## config.mk

```make
export PLATFORM = sky130hd
export DESIGN_NAME = muldiv_unit
export DESIGN_NICKNAME = d
export VERILOG_FILES = /design/src/rtl/mips_pkg.sv /design/src/rtl/mdu_datapath.sv /design/src/rtl/muldiv_unit.sv
export SDC_FILE = /design/constraint.sdc
export NUM_CORES = 1
export LEC_CHECK = 0
export BUFFER_PORTS_ARGS = -buffer_cell sky130_fd_sc_hd__buf_2
export CAP_MARGIN = 20
export CORE_MARGIN = 1.5
export CORE_UTILIZATION = 65
export DETAILED_ROUTE_END_ITERATION = 8
export HOLD_SLACK_MARGIN = 0.12
export PLACE_DENSITY = 0.87
export SLEW_MARGIN = 20
export SYNTH_ARGS = -nofsm -noshare
export SYNTH_HDL_FRONTEND = slang
export SYNTH_HIERARCHICAL = 1
export SYNTH_SLANG_ARGS = --single-unit
```

## constraint.sdc

```tcl
create_clock -name clk -period 7.5 [get_ports clk]
set_input_delay 0.375 -clock clk [delete_from_list [all_inputs] [get_ports clk]]
set_output_delay 0.375 -clock clk [all_outputs]
set_load 0.05 [all_outputs]
```

## src/rtl/mips_pkg.sv

```systemverilog
// mips_pkg: shared definitions for the execute-stage multiply/divide unit.
//   MDU_WIDTH   : default operand width (HI and LO are each this wide)
//   mdu_state_t : multiply/divide sequencer states
//   MULT..MFLO  : SPECIAL-opcode funct codes that the main decoder maps onto
//                 startE/divE/unsgnE/mfhiE/mfloE
package mips_pkg;

  localparam int MDU_WIDTH = 32;

  typedef enum logic [1:0] {
    IDLE = 2'd0,
    RUN  = 2'd1,
    FIX  = 2'd2
  } mdu_state_t;

  localparam logic [5:0] MFHI  = 6'h10;
  localparam logic [5:0] MFLO  = 6'h12;
  localparam logic [5:0] MULT  = 6'h18;
  localparam logic [5:0] MULTU = 6'h19;
  localparam logic [5:0] DIV   = 6'h1A;
  localparam logic [5:0] DIVU  = 6'h1B;

endpackage

```

## src/rtl/mdu_datapath.sv

```systemverilog
// mdu_datapath: iterative magnitude datapath for muldiv_unit.
// Holds a 2*WIDTH accumulator split into accHi:accLo plus an operand register.
//   Multiply: accHi:accLo starts as 0:|b|, operand = |a|; each step adds the
//             operand into accHi when accLo[0] is set, then shifts right 1.
//   Divide:   accHi:accLo starts as 0:|a| (remainder:quotient), operand = |b|;
//             each step shifts left 1 and keeps a trial subtraction if it
//             does not go negative, setting the quotient LSB.
// After WIDTH steps accHi:accLo is the unsigned product, or remainder:quotient.
// Ports:
//   clk, reset      : clock, synchronous active-high reset (clears all state)
//   load            : capture magA/magB and divMode, clear accHi
//   step            : perform one iteration in the mode captured at load
//   divMode         : 0 = multiply, 1 = divide (sampled with load)
//   magA, magB      : operand magnitudes (unsigned WIDTH-bit values)
//   accHi, accLo    : accumulator halves
module mdu_datapath #(
  parameter int WIDTH = 32
) (
  input  logic             clk,
  input  logic             reset,
  input  logic             load,
  input  logic             step,
  input  logic             divMode,
  input  logic [WIDTH-1:0] magA,
  input  logic [WIDTH-1:0] magB,
  output logic [WIDTH-1:0] accHi,
  output logic [WIDTH-1:0] accLo
);

  logic [WIDTH-1:0] opReg;
  logic             divReg;

  // Multiply adder: one carry bit beyond WIDTH, shifted back in on the right shift.
  logic [WIDTH:0]   mulSum;
  // Divide: remainder shifted left with the quotient MSB; the remainder is
  // always below the divisor, so WIDTH+1 bits hold it and one more bit is the sign.
  logic [WIDTH:0]   shiftRem;
  logic [WIDTH+1:0] trialDiff;

  always_comb begin
    mulSum    = {1'b0, accHi} + (accLo[0] ? {1'b0, opReg} : '0);
    shiftRem  = {accHi, accLo[WIDTH-1]};
    trialDiff = {1'b0, shiftRem} - {2'b00, opReg};
  end

  always_ff @(posedge clk) begin
    if (reset) begin
      accHi  <= '0;
      accLo  <= '0;
      opReg  <= '0;
      divReg <= 1'b0;
    end else if (load) begin
      divReg <= divMode;
      accHi  <= '0;
      accLo  <= divMode ? magA : magB;
      opReg  <= divMode ? magB : magA;
    end else if (step) begin
      if (divReg) begin
        if (!trialDiff[WIDTH+1]) begin
          accHi <= trialDiff[WIDTH-1:0];
          accLo <= {accLo[WIDTH-2:0], 1'b1};
        end else begin
          accHi <= shiftRem[WIDTH-1:0];
          accLo <= {accLo[WIDTH-2:0], 1'b0};
        end
      end else begin
        accHi <= mulSum[WIDTH:1];
        accLo <= {mulSum[0], accLo[WIDTH-1:1]};
      end
    end
  end

endmodule

```

## src/rtl/muldiv_unit.sv

```systemverilog
// muldiv_unit: execute-stage multiply/divide unit with HI/LO registers.
// Sequencer IDLE -> RUN (WIDTH iterations) -> FIX (sign correction, HI/LO write).
// Signed operands are reduced to magnitudes at start; FIX restores the signs.
// Optional build macro MDU_UNSIGNED_EN: when defined, unsgnE=1 runs MULTU/DIVU
// (no magnitude reduction, no sign correction). When undefined, unsgnE is
// ignored and every operation is signed.
// Ports:
//   clk, reset      : clock, synchronous active-high reset
//   startE, divE    : launch MULT/DIV; divE selects divide
//   unsgnE          : unsigned op (only with MDU_UNSIGNED_EN)
//   srcaE, srcbE    : rs (multiplicand/dividend), rt (multiplier/divisor)
//   mfhiE, mfloE    : MFHI / MFLO in E stage
//   mfresultE       : HI when mfhiE, else LO
//   busyE           : registered, high while an operation is in flight
//   stallE          : MFHI/MFLO must wait for an in-flight or launching op
//   hi, lo          : architectural HI/LO
//   dbgState        : current sequencer state
//
// Handshake: a start is accepted only when busyE=0; a start while busyE=1 is
// dropped. busyE falls in the cycle HI/LO first show the new result, so a
// stalled MFHI/MFLO reads the right value in the cycle stallE drops.
module muldiv_unit
  import mips_pkg::*;
#(
  parameter int WIDTH = MDU_WIDTH,
  parameter int CNTW  = $clog2(WIDTH) + 1
) (
  input  logic             clk,
  input  logic             reset,
  input  logic             startE,
  input  logic             divE,
  input  logic             unsgnE,
  input  logic [WIDTH-1:0] srcaE,
  input  logic [WIDTH-1:0] srcbE,
  input  logic             mfhiE,
  input  logic             mfloE,
  output logic [WIDTH-1:0] mfresultE,
  output logic             busyE,
  output logic             stallE,
  output logic [WIDTH-1:0] hi,
  output logic [WIDTH-1:0] lo,
  output mdu_state_t       dbgState
);

  mdu_state_t       state;
  logic [CNTW-1:0]  counter;
  logic             divOp;
  logic             negRes;   // product / quotient sign
  logic             negRem;   // remainder follows the dividend
  logic             divZero;
  logic [WIDTH-1:0] rawA;     // raw dividend, HI result for divide by zero

  logic             signedOp;
  logic             aNeg;
  logic             bNeg;
  logic [WIDTH-1:0] magA;
  logic [WIDTH-1:0] magB;
  logic             dpLoad;
  logic             dpStep;
  logic             dpDiv;
  logic [WIDTH-1:0] accHi;
  logic [WIDTH-1:0] accLo;

  logic [2*WIDTH-1:0] prodFix;
  logic [WIDTH-1:0]   quoFix;
  logic [WIDTH-1:0]   remFix;

`ifdef MDU_UNSIGNED_EN
  assign signedOp = ~unsgnE;
`else
  logic unusedUnsgn;
  assign signedOp    = 1'b1;
  assign unusedUnsgn = unsgnE;
`endif

  // 0x80000000 negates to itself, which is the correct unsigned magnitude.
  always_comb begin
    aNeg = signedOp & srcaE[WIDTH-1];
    bNeg = signedOp & srcbE[WIDTH-1];
    magA = aNeg ? -srcaE : srcaE;
    magB = bNeg ? -srcbE : srcbE;
  end

  assign dpLoad = (state == IDLE) && startE;
  assign dpStep = (state == RUN);
  assign dpDiv  = dpLoad ? divE : divOp;

  mdu_datapath #(.WIDTH(WIDTH)) uDatapath (
    .clk     (clk),
    .reset   (reset),
    .load    (dpLoad),
    .step    (dpStep),
    .divMode (dpDiv),
    .magA    (magA),
    .magB    (magB),
    .accHi   (accHi),
    .accLo   (accLo)
  );

  always_comb begin
    prodFix = negRes ? -{accHi, accLo} : {accHi, accLo};
    quoFix  = negRes ? -accLo : accLo;
    remFix  = negRem ? -accHi : accHi;
  end

  always_ff @(posedge clk) begin
    if (reset) begin
      state   <= IDLE;
      counter <= '0;
      busyE   <= 1'b0;
      divOp   <= 1'b0;
      negRes  <= 1'b0;
      negRem  <= 1'b0;
      divZero <= 1'b0;
      rawA    <= '0;
      hi      <= '0;
      lo      <= '0;
    end else begin
      case (state)
        IDLE: begin
          if (startE) begin
            state   <= RUN;
            counter <= CNTW'(WIDTH);
            busyE   <= 1'b1;
            divOp   <= divE;
            negRes  <= aNeg ^ bNeg;
            negRem  <= aNeg;
            divZero <= (srcbE == '0);
            rawA    <= srcaE;
          end
        end
        RUN: begin
          counter <= counter - CNTW'(1);
          if (counter == CNTW'(1)) state <= FIX;
        end
        FIX: begin
          state <= IDLE;
          busyE <= 1'b0;
          if (!divOp) begin
            hi <= prodFix[2*WIDTH-1:WIDTH];
            lo <= prodFix[WIDTH-1:0];
          end else if (divZero) begin
            hi <= rawA;
            lo <= '1;
          end else begin
            hi <= remFix;
            lo <= quoFix;
          end
        end
        default: state <= IDLE;
      endcase
    end
  end

  assign mfresultE = mfhiE ? hi : lo;
  assign stallE    = (mfhiE | mfloE) & (busyE | startE);
  assign dbgState  = state;

endmodule

```

Word level (Yosys, flattened, before mapping)
Cells that the tools add are included.
{"block": "op_classes", "n_addsub": 8, "n_eq_ne": 5, "n_mux": 27, "n_bitwise": 4, "n_reduce_logical": 11}
{"op": "$mux W32", "n": 17}
{"op": "$neg A32 Y32", "n": 4}
{"op": "$mux W64", "n": 1}
{"op": "$neg A64 Y64", "n": 1}
{"op": "$sub A33 B32 Y34", "n": 1}
{"op": "$add A32 B33 Y33", "n": 1}
{"op": "$logic_not A32 Y1", "n": 1}
{"op": "$pmux W6 S2", "n": 1}
{"op": "$reduce_and A2 Y1", "n": 4}
{"op": "$eq A6 B1 Y1 const B", "n": 1}
{"op": "$mux W6", "n": 1}
{"op": "$reduce_bool A2 Y1", "n": 3}
{"op": "$sub A6 B1 Y6 const B", "n": 1}
{"op": "$mux W2", "n": 2}
{"op": "$pmux W2 S2", "n": 1}
{"op": "$mux W1", "n": 3}
{"op": "$eq A2 B1 Y1 const B", "n": 1}
{"op": "$eq A2 B2 Y1 const B", "n": 1}
{"op": "$logic_not A2 Y1", "n": 1}
{"op": "$ne A2 B1 Y1 const B", "n": 1}
{"op": "$ne A2 B2 Y1 const B", "n": 1}
{"op": "$or A1 B1 Y1", "n": 2}
{"op": "$pmux W1 S2", "n": 1}
{"op": "$reduce_or A2 Y1", "n": 1}
{"op": "3 further kinds", "n": 3}
{"block": "word_totals", "regBits": 206, "inputBits": 71, "output_inout_bits": 100, "wordCells": 69}

Longest topological paths before layout
{"block": "depth", "word_depth": 5, "mapped_depth": 14, "mapped_depth_nobuf": 13}

Hierarchy
The synthesis kept the hierarchy.
{"mod": "mdu_datapath", "n_inst": 1, "cells_each": 1126, "area_each_um2": 8843.5, "seq_area_each_um2": 1941.9}
{"mod": "muldiv_unit", "n_inst": 1, "cells_each": 1111, "area_each_um2": 8315.5, "seq_area_each_um2": 2162.1}

Worst setup path before layout
Ideal clock, no wire load.
{"block": "synth_timing", "path_type": "reg2reg", "startpoint": "register uDatapath.accLo[0]", "endpoint": "register uDatapath.accHi[23]", "setup_ns": 0.120, "t_arrival_ns": 3.090, "required_time_ns": 7.380, "setup_slack_ns": 4.290, "stages_incl_launch_ff": 14, "synth_period_minus_slack_ns": 3.210, "cell_sequence": "dfxtp_1 > clkbuf_1 > and2_1 > ha_1 > fa_1 > a21o_1 > a221oi_1 > a211oi_1 > o21ai_0 > o21ai_0 > xnor2_1 > o22ai_1 > a211oi_1 > nor2_1"}
{"block": "synth_via", "elab_chain_len": 3}
{"element": "from (decl)", "line_no": "mdu_datapath.sv:27", "source": "output logic [WIDTH-1:0] accLo"}
{"element": "from (signal assigned)", "line_no": "mdu_datapath.sv:55", "source": "accLo <= divMode ? magA : magB;"}
{"element": "from (signal assigned)", "line_no": "mdu_datapath.sv:61", "source": "accLo <= {accLo[WIDTH-2:0], 1'b1};"}
{"element": "from (signal assigned)", "line_no": "mdu_datapath.sv:64", "source": "accLo <= {accLo[WIDTH-2:0], 1'b0};"}
{"element": "$mux W32", "line_no": "mdu_datapath.sv:41", "source": "mulSum = {1'b0, accHi} + (accLo[0] ? {1'b0, opReg} : '0);"}
{"element": "$add A32 B33 Y33", "line_no": "mdu_datapath.sv:41"}
{"element": "$mux W32", "line_no": "mdu_datapath.sv:58", "source": "if (divReg) begin"}
{"element": "to (signal assigned)", "line_no": "mdu_datapath.sv:60", "source": "accHi <= trialDiff[WIDTH-1:0];"}
{"element": "to (signal assigned)", "line_no": "mdu_datapath.sv:63", "source": "accHi <= shiftRem[WIDTH-1:0];"}
{"element": "to (signal assigned)", "line_no": "mdu_datapath.sv:67", "source": "accHi <= mulSum[WIDTH:1];"}
{"element": "to (decl)", "line_no": "mdu_datapath.sv:26", "source": "output logic [WIDTH-1:0] accHi,"}
Every way passes these cells.
A chain may end at the register's enable or synchronous reset.

Final worst setup path
Same ends and word-level chain as after synthesis.

==> results.txt <==
- Setup repair after global routing left no endpoint under its margin.
- Leakage power: 7.48 nW
* Critical path data arrival time: 4.57 ns
* Die W: 165 µm
* Detail Route Antenna Nets: 0
- After filler insertion, the fill cell instance count of the layout stands at 2084.
- Clock transition time at the flip-flop clock pins of the worst setup and hold paths: 0.07 ns
* Commonest register cell after synthesis: sky130_fd_sc_hd__dfxtp_1
- The cell count after synthesis came out at 2237.
* CTS buffer count: 23
* Unique cell type count in the Yosys netlist: 97
- The synthesized netlist occupies a cell area of 0.0172 mm².
- The count of pins over their slew limit was 0.
* Final clock skew: 0.0217 ns
- Vias in the first global route: 15925
- Clock tree from TritonCTS: yes
* Power density of the placed cells: 193 mW/mm²
- Data on the critical path is required at its endpoint by 7.90 ns.
- Slew at the pin closest to its max-slew limit: 1.19 ns
- Dividing the detail-routed via count by the number of cells gives 6.90.
- The final layout contains 2436 nets.
- Total grt overflow: 0
- The routed design has 60300 µm of wire.
* Footprint of the flip-flops and latches: 0.00411 mm²
- Number of enable-type register cells in the synthesized netlist: 0
- First-pass GRT wire length: 89800 µm
- In this design, the stage delay of the slowest critical-path cell is 0.53 ns.
- Worst setup path category: register to register
- Number of setup violations in the final report: 0
- Post-route minimum period: 4.17 ns
* Max-Cap Viols: 0
- The die covers 0.0274 mm².
* Core Region: 0.0260 mm²
- In this run the critical register-to-register path is captured at uDatapath/accHi[23].
* # resized after CTS: 0
- Clock latency on the worst-skew pair: 0.53 ns
* Detailed Routing Iterations Pass 1: 8
- 1st-iter DRT viols: 2638
- After synthesis, flip-flops and latches occupy 23.9% of the total area.
- The largest individual stage delay along the critical path comes from the cell sky130_fd_sc_hd__a221oi_1.
- Min-Delay Endpoint: rawA[16]
- Counting flops with an async set or reset pin after synthesis yields a share of 0%.
- Entering global routing, the biggest net connects 108 pins.
- Relative to the synthesized area, the layout overhead comes to 9.33%.
- Counting along the longest clock path gives a buffer depth of 3.
- Initial standard-cell utilization of the core: 66.0%
* Setup TNS after final layout: 0 ns
* Gpl congestion: 0.986
- The run finished with clean final reports.
- Total I/O pin count: 171
- After detailed routing, the average wire length per cell comes to 22.8 µm.
* Remaining max-slew budget at the tightest pin: 20.6%
- Hold path depth: 3
* Flops & latches, synth: 205
- Number of cells on the worst reg-to-reg path: 13
* Critical Path Start Type: register
- Startpoint of the lowest-slack hold path: srcaE[16]
- Reg2Reg Launch Point: uDatapath/accLo[0]
- Total number of vias: 18257
- Maximum resistive drop on vdd: 0.227 mV
- Cells with a size suffix above 1 make up 14.3% of the layout.
- Area of the multi-input gates: 0.0122 mm²
- The final number of hold-violating endpoints came to 0.
* Fin Hold WS: 0.130 ns
- Synth Area per Inst: 7.67 µm²
- During placement, the flow inserted port buffers numbering 169.
- Across every metal layer, demand over resource in global routing totals 42.2%.
* Count of yosys warnings during synthesis: 6
- Net count after synthesis: 2380
- Maximum operating frequency: 0.240 GHz
* Remaining routing DRC violations: 0
- Sum of net half-perimeters after detailed placement: 44300 µm
- Measured on the finished design, the core utilization comes to 72.2%.
- The path class of the tightest hold or removal check is input port to register.
* Y dimension of the die: 165 µm
- Worst-path cell chain: buf_4 > and2_1 > ha_1 > fa_1 > a21o_1 > a221oi_1 > a211oi_1 > o21ai_0 > o21ai_0 > xnor2_1 > o22ai_1 > a211oi_1 > nor2_1
- The initial antenna violation count is 1.
* Root Buffer Master: sky130_fd_sc_hd__clkbuf_16
* Row Count: 59
- In this run the worst path has a maximum fanout of 32.
* CP Capture Type: register
- Share of the clock period used by the worst path: 55.6%
* R2r setup slk: 3.33 ns
* Number of sinks handled by clock tree synthesis: 205
* CTS H-tree lvls: 1
critical path, delay by kind of cell (launching register included):
kind            cells  cell delay [ns]
flops               1             0.44
compound gates      7             2.15
xor+xnor            1             0.24
fa+ha+maj           2             0.63
simple gates        2             0.27
buf+inv             1             0.31
what timing repair did:
item	CTS	global route
hold endpoints to repair	1	0
hold buffers	1	0
buffers inserted	0	0
cells in the mapped netlist, types with 33 or more instances:
| cell type | number | area [µm²] |
|---|---|---|
| sky130_fd_sc_hd__dfxtp_1 | 205 | 4100 |
| sky130_fd_sc_hd__inv_1 | 76 | 285 |
| sky130_fd_sc_hd__o31ai_1 | 33 | 248 |
| sky130_fd_sc_hd__mux2_2 | 41 | 462 |
| sky130_fd_sc_hd__xnor2_1 | 112 | 981 |
| sky130_fd_sc_hd__and2_1 | 38 | 238 |
| sky130_fd_sc_hd__a211oi_1 | 130 | 976 |
| sky130_fd_sc_hd__nand2_1 | 206 | 773 |
| sky130_fd_sc_hd__xor2_1 | 50 | 438 |
| sky130_fd_sc_hd__o21ai_0 | 128 | 641 |
| sky130_fd_sc_hd__mux2i_1 | 111 | 1110 |
| sky130_fd_sc_hd__nor2_1 | 211 | 792 |
| sky130_fd_sc_hd__clkbuf_1 | 128 | 480 |
| sky130_fd_sc_hd__ha_1 | 70 | 876 |
| sky130_fd_sc_hd__nor3_1 | 34 | 170 |
| sky130_fd_sc_hd__a21oi_1 | 152 | 761 |
how the worst max path moves through the flow:
stage                     endpoint                from  cells past startpoint  slack [ns]
2_1_floorplan  uDatapath/accHi[23]  uDatapath/accLo[0]                     13        4.29
3_3_place_gp   uDatapath/accHi[23]  uDatapath/accLo[0]                     13        3.45
3_5_place_dp   uDatapath/accHi[23]  uDatapath/accLo[0]                     13        3.42
4_1_cts        uDatapath/accHi[23]  uDatapath/accLo[0]                     13        3.39
5_1_grt        uDatapath/accHi[23]  uDatapath/accLo[0]                     13        3.05
6_report       uDatapath/accHi[23]  uDatapath/accLo[0]                     13        3.33
layout make-up:
class / instances / area share (%)
Multi-Input combinational cell: 1794 / 64.8
Sequential cell: 205 / 21.9
Timing Repair Buffer: 190 / 5.38
Clock buffer: 26 / 3.23
Tap cell: 335 / 2.23
Inverter: 79 / 1.59
Clock inverter: 14 / 0.860
Antenna cell: 2 / 0.0267
per-layer routing:
layer	track usage [%]	vias to the layer above	share of wire, %
met5	0	-	0
met4	18.5	0	4.8
met3	9.59	185	11
met2	63.3	1104	43
met1	57.7	8597	41
li1	-	8371	-
registers in the layout (all words and copies together), names as in the netlist:
| signal | flops |
|---|---|
| negRem | 1 |
| hi | 32 |
| uDatapath/opReg | 32 |
| rawA | 31 |
| busyE | 1 |
| lo | 32 |
| uDatapath/accLo | 32 |
| uDatapath/divReg | 1 |
| counter | 6 |
| divOp | 1 |
| negRes | 1 |
| divZero | 1 |
| uDatapath/accHi | 32 |
| dbgState | 2 |
through the flow:
stage / setup WS (ns) / cell area [µm²] / std cells / power, mW
after floorplan: 4.29 / 17200 / 2237 / 2.09
after global placement: 3.45 / 18000 / 2602 / 2.39
after detailed placement: 3.42 / 18000 / 2602 / 2.42
after CTS: 3.39 / 18800 / 2643 / 3.57
after global routing: 3.05 / 18800 / 2643 / 3.75
final: 3.33 / 18800 / 2645 / 3.62
power breakdown:
group | internal (mW) | switching, mW | total [mW]
logic | 0.420 | 0.748 | 1.17
registers | 1.16 | 0.123 | 1.28
clock network | 0.686 | 0.489 | 1.17
total | 2.26 | 1.36 | 3.62
cell usage in the layout, fill, tap and decap left out, types with 25 or more instances in the layout:
cell type                  Yosys  layout
sky130_fd_sc_hd__a211oi_1    130     130
sky130_fd_sc_hd__a21o_1       32      32
sky130_fd_sc_hd__a21oi_1     152     152
sky130_fd_sc_hd__a31oi_1      31      31
sky130_fd_sc_hd__and2_1       38      38
sky130_fd_sc_hd__buf_2        10     168
sky130_fd_sc_hd__dfxtp_1     205     204
sky130_fd_sc_hd__ha_1         70      70
sky130_fd_sc_hd__inv_1        76      75
sky130_fd_sc_hd__mux2_2       41      41
sky130_fd_sc_hd__mux2i_1     111     111
sky130_fd_sc_hd__nand2_1     206     206
sky130_fd_sc_hd__nand3_1      32      32
sky130_fd_sc_hd__nor2_1      211     210
sky130_fd_sc_hd__nor3_1       34      34
sky130_fd_sc_hd__nor4_1       25      25
sky130_fd_sc_hd__o211ai_1     25      25
sky130_fd_sc_hd__o21ai_0     128     127
sky130_fd_sc_hd__o31ai_1      33      33
sky130_fd_sc_hd__or4_1        26      26
sky130_fd_sc_hd__xnor2_1     112     112
sky130_fd_sc_hd__xor2_1       50      50
cell families (layout without fill, tap and decap cells):
kind of cell    Yosys count  in the layout  share of synthesized area, %
buf+inv                 238            309                          5.40
simple gates            704            704                          20.1
mux                     152            152                          9.17
flops                   205            205                          23.9
compound gates          704            704                          27.8
fa+ha+maj                72             72                          5.34
xor+xnor                162            162                          8.27
other cells               0              2                             0
(Power assumes the default switching activity.)
